## config.mk

```make
export PLATFORM = sky130hd
export DESIGN_NAME = sd_serializer
export DESIGN_NICKNAME = d
export VERILOG_FILES = /design/src/rtl/sd_serializer.sv
export SDC_FILE = /design/constraint.sdc
export NUM_CORES = 1
export LEC_CHECK = 0
export CAP_MARGIN = 20
export CORE_MARGIN = 10
export CORE_UTILIZATION = 45
export CTS_CLUSTER_DIAMETER = 60
export CTS_CLUSTER_SIZE = 30
export DETAILED_ROUTE_END_ITERATION = 8
export PLACE_DENSITY = 0.72
export SLEW_MARGIN = 20
export SYNTH_ARGS = -nofsm -noshare
export SYNTH_HDL_FRONTEND = slang
export SYNTH_SLANG_ARGS = --single-unit
```

## constraint.sdc

```tcl
create_clock -name clk -period 4.89 [get_ports clk]
set_input_delay 0.978 -clock clk [delete_from_list [all_inputs] [get_ports clk]]
set_output_delay 0.978 -clock clk [all_outputs]
set_load 0.05 [all_outputs]
```

## src/rtl/sd_serializer.sv

```systemverilog
// Wide-to-narrow serializer: splits one parallel word into NUM_SEG segments, LSB first,
// with an end flag on the last segment. A single hold register gives full-rate streaming.
module sd_serializer #(
    parameter int PARA_WIDTH = 63,
    parameter int SER_WIDTH  = 8
) (
    input  logic                  clk,
    input  logic                  reset,
    input  logic [PARA_WIDTH-1:0] c_data,
    input  logic                  c_srdy,
    output logic                  c_drdy,
    output logic [SER_WIDTH-1:0]  p_data,
    output logic                  p_ef,
    output logic                  p_srdy,
    input  logic                  p_drdy
);

    localparam int NUM_SEG = (PARA_WIDTH + SER_WIDTH - 1) / SER_WIDTH;
    localparam int SEG_SZ  = (NUM_SEG > 1) ? $clog2(NUM_SEG) : 1;
    localparam int TOT_W   = NUM_SEG * SER_WIDTH;
    localparam logic [SEG_SZ-1:0] LAST_SEG = SEG_SZ'(NUM_SEG - 1);

    typedef enum logic {IDLE = 1'b0, SEND = 1'b1} state_e;

    state_e                              state_q, state_d;
    logic [SEG_SZ-1:0]                   seg_q, seg_d;
    logic [NUM_SEG-1:0][SER_WIDTH-1:0]   hold_q, hold_d;
    logic                                is_last;
    logic [TOT_W-1:0]                    load_word;

    // Zero-extend so the unused top bits of the last segment always read 0.
    assign load_word = TOT_W'(c_data);
    assign is_last   = (seg_q == LAST_SEG);

    always_ff @(posedge clk) begin
        if (reset) begin
            state_q <= IDLE;
            seg_q   <= '0;
            hold_q  <= '0;
        end else begin
            state_q <= state_d;
            seg_q   <= seg_d;
            hold_q  <= hold_d;
        end
    end

    always_comb begin
        state_d = state_q;
        seg_d   = seg_q;
        hold_d  = hold_q;
        case (state_q)
            IDLE: begin
                if (c_srdy) begin
                    state_d = SEND;
                    seg_d   = '0;
                    hold_d  = load_word;
                end
            end
            SEND: begin
                if (p_drdy) begin
                    if (is_last) begin
                        // Reload on the cycle the last segment leaves: no bubble.
                        if (c_srdy) begin
                            seg_d  = '0;
                            hold_d = load_word;
                        end else begin
                            state_d = IDLE;
                        end
                    end else begin
                        seg_d = seg_q + SEG_SZ'(1);
                    end
                end
            end
            default: state_d = IDLE;
        endcase
    end

    always_comb begin
        c_drdy = ~reset & ((state_q == IDLE) | (is_last & p_drdy));
        p_srdy = (state_q == SEND);
        p_ef   = (state_q == SEND) & is_last;
        p_data = hold_q[seg_q];
    end

endmodule

```

==> results.sh, run 1 <==
export IMPL_outcome="finished, final reports clean"
export IMPL_drtIter0Drc=103
export IMPL_dp_cells=490
export IMPL_ant_nets=0
export IMPL_ios=78
export IMPL_grt_max_degree=131
export IMPL_crit_path_cell_trace="buf_4, mux4_2, mux2_2, clkdlybuf4s50_1"
export IMPL_hpwl_um=5826
export IMPL_synth_area_leaders="dfxtp_1 38%, nand2b_1 22%, mux2i_1 18%"
export IMPL_max_clock_freq_ghz=0.2581
export IMPL_synthDistinctLibCells=26
export IMPL_p_sw_w=0.0003170
export IMPL_placement_io_buffers=77
export IMPL_clock_sinks=67
export IMPL_slowest_delay_ns=0.78
export IMPL_worst_setup_path_end_kind="primary output"
export IMPL_synth_top_cell_area_share_pct=37.97
export IMPL_stdcell_count=506
export IMPL_coreArea_um2=7687
export IMPL_path_class="register to primary output"
export IMPL_avgSynthCellArea_um2=10.58
export IMPL_finalCriticalPeriod_ns=3.875
export IMPL_crit_start="seg_q[0]$_SDFFE_PP0P_"
export IMPL_diodes=0
export IMPL_r2r_end="hold_q[14]$_SDFFE_PP0P_"
export IMPL_p_per_area_nw_per_um2=294.0
export IMPL_die_w_um=108.6
export IMPL_cp_num_buf_inv=2
export IMPL_min_path_type="register to register"
export IMPL_yosys_area_top_type="dfxtp_1"
export IMPL_dieArea_um2=11790
export IMPL_grt_pass1_vias=2619
export IMPL_grt_pass1_wl_um=13120
export IMPL_clock_skew_ns=0.006645
export IMPL_min_path_cells=2
export IMPL_drc=0
export IMPL_cts_buffers=9
export IMPL_die_h_um=108.6
export IMPL_cts_root_buf="clkbuf_8"
export IMPL_dr_total_vias=2461
export IMPL_clk_latency_ns=0.34
export IMPL_gp_congestion=0.7564
export IMPL_grtUsageTotal_pct=14.11
export IMPL_synth_ff_type="dfxtp_1"
export IMPL_drt_total_wl_um=7913
export IMPL_clockPowerShare_pct=38.7
export IMPL_cp_top_family="buffers and inverters"
export IMPL_drv_cap=0
export IMPL_nNetsFinal=469
export IMPL_cts_setup_buffers=0
export IMPL_syn2layout_area_growth_pct=28.98
export IMPL_grt_ovfl_total=0
export IMPL_wl_per_cell_um=15.64
export IMPL_ys_warnings_count=0
export IMPL_synth_area_um2=3532
export IMPL_rrSetupSlack_ns=1.81
export IMPL_swShare_pct=23.67
export IMPL_p_leak_nw=1.722
export IMPL_worstPathArrival_ns=2.90
export IMPL_tns_ns=0
export IMPL_setup_worst_path_start_class="register"
export IMPL_clk_pin_slew_worst_paths_ns=0.07
export IMPL_via_per_inst=4.864
export IMPL_pwr_share_seq_pct=45.0
export IMPL_cpMaxStageDelayCell="dfxtp_1"
export IMPL_initial_core_util_pct=45.95
export IMPL_p_int_w=0.001022
export IMPL_ctsHtreeMaxLevel=3
export IMPL_comb_power_share_pct=16.3
export IMPL_hp_start="hold_q[23]$_SDFFE_PP0P_"
export IMPL_setup_viol=0
export IMPL_required_ns=3.91
export IMPL_cts_path_max_buffers=2
export IMPL_maxSlewHeadroom_pct=32.88
export IMPL_reg2reg_depth=7
export IMPL_slew_viol_final=0
export IMPL_ir_worst_vdd_mv=0.1550
export IMPL_hold_buffers=0
export IMPL_fill_cells=669
export IMPL_rsz0062_at_grt="false"
export IMPL_ys_ff_latch=67
export IMPL_drive_gt1_share_pct=10.15
export IMPL_row_count=32
export IMPL_r2r_start="seg_q[0]$_SDFFE_PP0P_"
export IMPL_antenna_found_initial=0
export IMPL_netlist_instances=334
export IMPL_firstDrtPassIters=4
export IMPL_hold_viol=0
export IMPL_min_to="hold_q[23]$_SDFFE_PP0P_"
export IMPL_worst_pin_slew_ns=1.004
export IMPL_cts_tree="built"
export IMPL_synth_edff_count=0
export IMPL_finalCritPeriodShare_pct=79.25
export IMPL_seq_area_frac_synth_pct=37.97
export IMPL_crit_fanout=14
export IMPL_postCtsResizedCells=0
export IMPL_synth_nets=404
export IMPL_synthArstFlopShare_pct=0
-- worst min-delay path, delay by kind of cell, from the launching register on --
family / cells / cell delay (ns)
simple gates: 1 / 0.06
mux: 1 / 0.06
flops: 1 / 0.31
-- sequential cells by signal, summed over array words and instances (netlist names) --
name / cells
hold_q: 63
seg_q: 3
p_srdy: 1
-- routing by layer --
metal	wire length [µm]	GRT usage (%)	part of all wire (%)
met2	3853	22.67	49
met5	0	0	0
met4	128	5.932	1.6
met3	307	3.153	3.9
met1	3623	17.86	46
-- power groups by stage --
stage	clock (W)	combinational, W	sequential, W
after floorplan	0	0.000140	0.000605
after global placement	0	0.000217	0.000616
after detailed placement	0	0.000219	0.000616
after CTS	0.000529	0.000220	0.000604
after global routing	0.000552	0.000237	0.000607
final	0.000518	0.000218	0.000603
-- Yosys cell counts, types with 2 or more instances --
master,instances
nand2b_1,126
dfxtp_1,67
mux2i_1,64
clkbuf_1,15
mux4_2,12
mux2_2,8
buf_4,6
buf_2,4
ha_1,3
mux4_1,3
o211ai_1,3
a21oi_1,2
a31oi_1,2
inv_1,2
nand2_1,2
nand3_1,2
nand3b_1,2
nor2_1,2
nor2b_1,2
-- worst max-delay path by stage --
stage / end / slack (ns) / cells after the start
4_1_cts: p_data[7] / 0.97 / 4
2_1_floorplan: c_drdy / 1.81 / 3
5_1_grt: c_drdy / 0.80 / 6
3_3_place_gp: c_drdy / 1.33 / 4
3_5_place_dp: c_drdy / 1.31 / 4
6_report: p_data[4] / 1.01 / 4
-- through the flow --
step / worst slack (ns) / hold WS (ns) / instance area [µm²] / power, W / util (%)
after floorplan: 1.810 / 0.4439 / 3532 / 0.0007450 / -
after global placement: 1.328 / 0.4603 / 4328 / 0.0008334 / 56.30
after detailed placement: 1.313 / 0.4612 / 4328 / 0.0008351 / 56.30
after CTS: 0.9678 / 0.4769 / 4556 / 0.001353 / 59.26
after global routing: 0.7953 / 0.4999 / 4556 / 0.001396 / 59.26
final: 1.015 / 0.4742 / 4556 / 0.001339 / 59.26
-- cell type report --
type | instances | area (µm²) | area share, %
repair buffers | 80 | 800.8 | 17.58
flip-flops and latches | 67 | 1341 | 29.44
clock buffers | 12 | 155.1 | 3.406
inverters | 2 | 7.507 | 0.1648
multi-input cells | 239 | 2051 | 45.02
well taps | 102 | 127.6 | 2.801
clock inverters | 4 | 72.57 | 1.593
-- kinds of logic after synthesis --
family | synth area share (%)
buffers and inverters | 3.967
muxes | 30.57
adders and majority gates | 1.063
AOI/OAI and AO/OA | 1.913
and+or+nand+nor | 24.51
DFF | 37.97
-- cells in the final DEF (no fill, tap or decap), drive strengths merged --
| cell | count |
|---|---|
| nand3 | 2 |
| mux2 | 8 |
| clkbuf | 12 |
| bufinv | 2 |
| clkinvlp | 1 |
| clkdlybuf4s50 | 76 |
| o22ai | 1 |
| mux4 | 15 |
| inv | 2 |
| and2 | 1 |
| nor3b | 1 |
| o211ai | 3 |
| nor2b | 2 |
| mux2i | 64 |
| buf | 4 |
| clkinv | 1 |
| nand3b | 2 |
| a21oi | 2 |
| nand2b | 126 |
| o21ai | 1 |
| a31oi | 2 |
| nor2 | 3 |
| ha | 3 |
| nand2 | 2 |
| a21boi | 1 |
| dfxtp | 67 |
Note: power is estimated with default switching activity, not from simulation.
==> inputs of run 2 (changes only) <==
- PLACE_DENSITY: 0.72 -> 0.75
- clock period: 4.89 -> 3.3 ns (I/O delays scaled with it)
==> run 2 against run 1 <==
  * Utilization shrank 0.33 points
  * Sequential share of layout area grew 0.16 points
  * Critical path depth is the same
  * Register-to-register slack got worse by 0.81 ns
  * Via count up 1.1%
  * Critical path type unchanged
  * Largest power group unchanged
==> results.sh, run 2 (synthesized netlist as in run 1, its figures left out) <==
export IMPL_outcome="finished, final reports clean"
export IMPL_clockPowerShare_pct=36.8
export IMPL_wl_met3_um=381
export IMPL_drt_total_wl_um=8194
export IMPL_cp_common_cell="buf_4"
export IMPL_wl_met2_um=4110
export IMPL_clk_latency_ns=0.34
export IMPL_ant_nets=0
export IMPL_max_clock_freq_ghz=0.3622
export IMPL_cts_tree="built"
export IMPL_largest_reg_flops=63
export IMPL_drive_gt1_share_pct=13.30
export IMPL_hpwl_um=5958
export IMPL_hold_slack_ns=0.4754
export IMPL_antenna_found_initial=0
export IMPL_top_layer_used="met4"
export IMPL_worst_pin_slew_ns=0.8423
export IMPL_drv_cap=0
export IMPL_finalWorstSetupSlack_ns=0.5394
export IMPL_swShare_pct=24.53
export IMPL_drtIter0Drc=110
export IMPL_dp_cells=492
export IMPL_slowest_delay_ns=0.70
export IMPL_cp_num_buf_inv=2
export IMPL_finalCritPeriodShare_pct=83.65
export IMPL_nNetsFinal=471
export IMPL_cts_buffers=9
export IMPL_cts_path_max_buffers=2
export IMPL_slew_viol_final=0
export IMPL_initial_core_util_pct=45.95
export IMPL_postCtsResizedCells=0
export IMPL_coreArea_um2=7687
export IMPL_p_leak_nw=1.746
export IMPL_rsz0062_at_grt="false"
export IMPL_mostFrequentLayoutCell="nand2b_1"
export IMPL_finalCriticalPeriod_ns=2.761
export IMPL_syn2layout_area_growth_pct=28.27
export IMPL_p_per_area_nw_per_um2=425.5
export IMPL_crit_fanout=12
export IMPL_required_ns=2.64
export IMPL_placedInstanceArea_um2=4318
export IMPL_grt_max_degree=131
export IMPL_dieArea_um2=11790
export IMPL_tns_ns=0
export IMPL_stdcell_count=508
export IMPL_gp_congestion=0.7680
export IMPL_via_per_inst=4.896
export IMPL_setup_viol=0
export IMPL_grt_pass1_vias=2640
export IMPL_setup_worst_path_start_class="register"
export IMPL_path_class="register to primary output"
export IMPL_rrSetupSlack_ns=1.00
export IMPL_clock_skew_ns=0.004076
export IMPL_crit_path_cell_trace="buf_4, mux4_1, mux2_2, buf_4"
export IMPL_pre_cts_ws_ns=0.8792
export IMPL_p_sw_w=0.0004729
export IMPL_comb_power_share_pct=16.9
export IMPL_grt_ovfl_total=0
export IMPL_pwr_share_seq_pct=46.2
export IMPL_worst_setup_path_end_kind="primary output"
export IMPL_min_path_type="register to register"
export IMPL_maxSlewHeadroom_pct=43.85
export IMPL_ctsHtreeMaxLevel=3
export IMPL_hold_buffers=0
export IMPL_regMostFlops="hold_q"
export IMPL_firstDrtPassIters=4
export IMPL_final_area_um2=4531
export IMPL_cts_setup_buffers=0
export IMPL_wl_per_cell_um=16.13
export IMPL_hold_viol=0
export IMPL_worstPathArrival_ns=2.10
export IMPL_drc=0
export IMPL_p_int_w=0.001455
export IMPL_clk_pin_slew_worst_paths_ns=0.07
export IMPL_die_w_um=108.6
export IMPL_dr_total_vias=2487
export IMPL_clock_sinks=67
export IMPL_cts_root_buf="clkbuf_8"
export IMPL_grt_pass1_wl_um=13400
export IMPL_ir_worst_vdd_mv=0.2577
export IMPL_grtUsageTotal_pct=14.33
export IMPL_row_count=32
export IMPL_placement_io_buffers=77
export IMPL_die_h_um=108.6
export IMPL_cp_top_family="flip-flops"
export IMPL_final_cell_mix="126 x nand2b_1, 67 x dfxtp_1, 66 x clkdlybuf4s50_1, 64 x mux2i_1, 14 x buf_4"
export IMPL_cpMaxStageDelayCell="dfxtp_1"
export IMPL_diodes=0
export IMPL_ios=78
export IMPL_met1_length_um=3597
[run 2: cell count changes in the layout (fill, tap and decap cells not counted), sizes merged]
| cell | before | now |
|---|---|---|
| buf | 4 | 16 |
| bufinv | 2 | 1 |
| clkdlybuf4s50 | 76 | 66 |
| clkinv | 1 | 2 |
[run 2: cell type report]
type	instances	area, µm²
Inverter	2	7.507
Tap cell	102	127.6
Multi-Input combinational cell	239	2051
Sequential cell	67	1341
Fill cell	673	3157
Clock inverter	4	47.55
Clock buffer	12	165.2
Timing Repair Buffer	82	790.8
[run 2: worst paths after layout]
kind                                               from                       to  cells past startpoint
worst max-delay path              seg_q[1]$_SDFFE_PP0P_                p_data[5]                      4
worst min register to register  hold_q[23]$_SDFFE_PP0P_  hold_q[23]$_SDFFE_PP0P_                      2
worst min-delay path            hold_q[23]$_SDFFE_PP0P_  hold_q[23]$_SDFFE_PP0P_                      2
worst max register to register    seg_q[1]$_SDFFE_PP0P_  hold_q[37]$_SDFFE_PP0P_                      6
[run 2: per-stage QoR]
stage	power [W]	util (%)
6_report	0.001928	58.94
5_1_grt	0.002014	58.94
4_1_cts	0.001945	58.94
3_5_place_dp	0.001238	56.17
3_3_place_gp	0.001233	56.17
2_1_floorplan	0.001104	-
[run 2: layer usage]
layer / vias to the layer above / GRT usage, %
li1: 1269 / -
met1: 1161 / 17.40
met2: 50 / 23.84
met3: 7 / 3.569
met4: 0 / 5.650
met5: - / 0
[run 2: worst min-delay path: stages, from the launching register on]
cell      delay [ns]
dfxtp_1         0.31
nand2b_1        0.06
mux2i_1         0.06
[run 2: power by group through the flow]
| stage | Combinational (W) | Clock, W | Sequential, W |
|---|---|---|---|
| 2_1_floorplan | 0.000207 | 0 | 0.000897 |
| 4_1_cts | 0.000331 | 0.000722 | 0.000891 |
| 6_report | 0.000327 | 0.000710 | 0.000891 |
| 5_1_grt | 0.000353 | 0.000765 | 0.000896 |
| 3_3_place_gp | 0.000324 | 0 | 0.000909 |
| 3_5_place_dp | 0.000328 | 0 | 0.000909 |
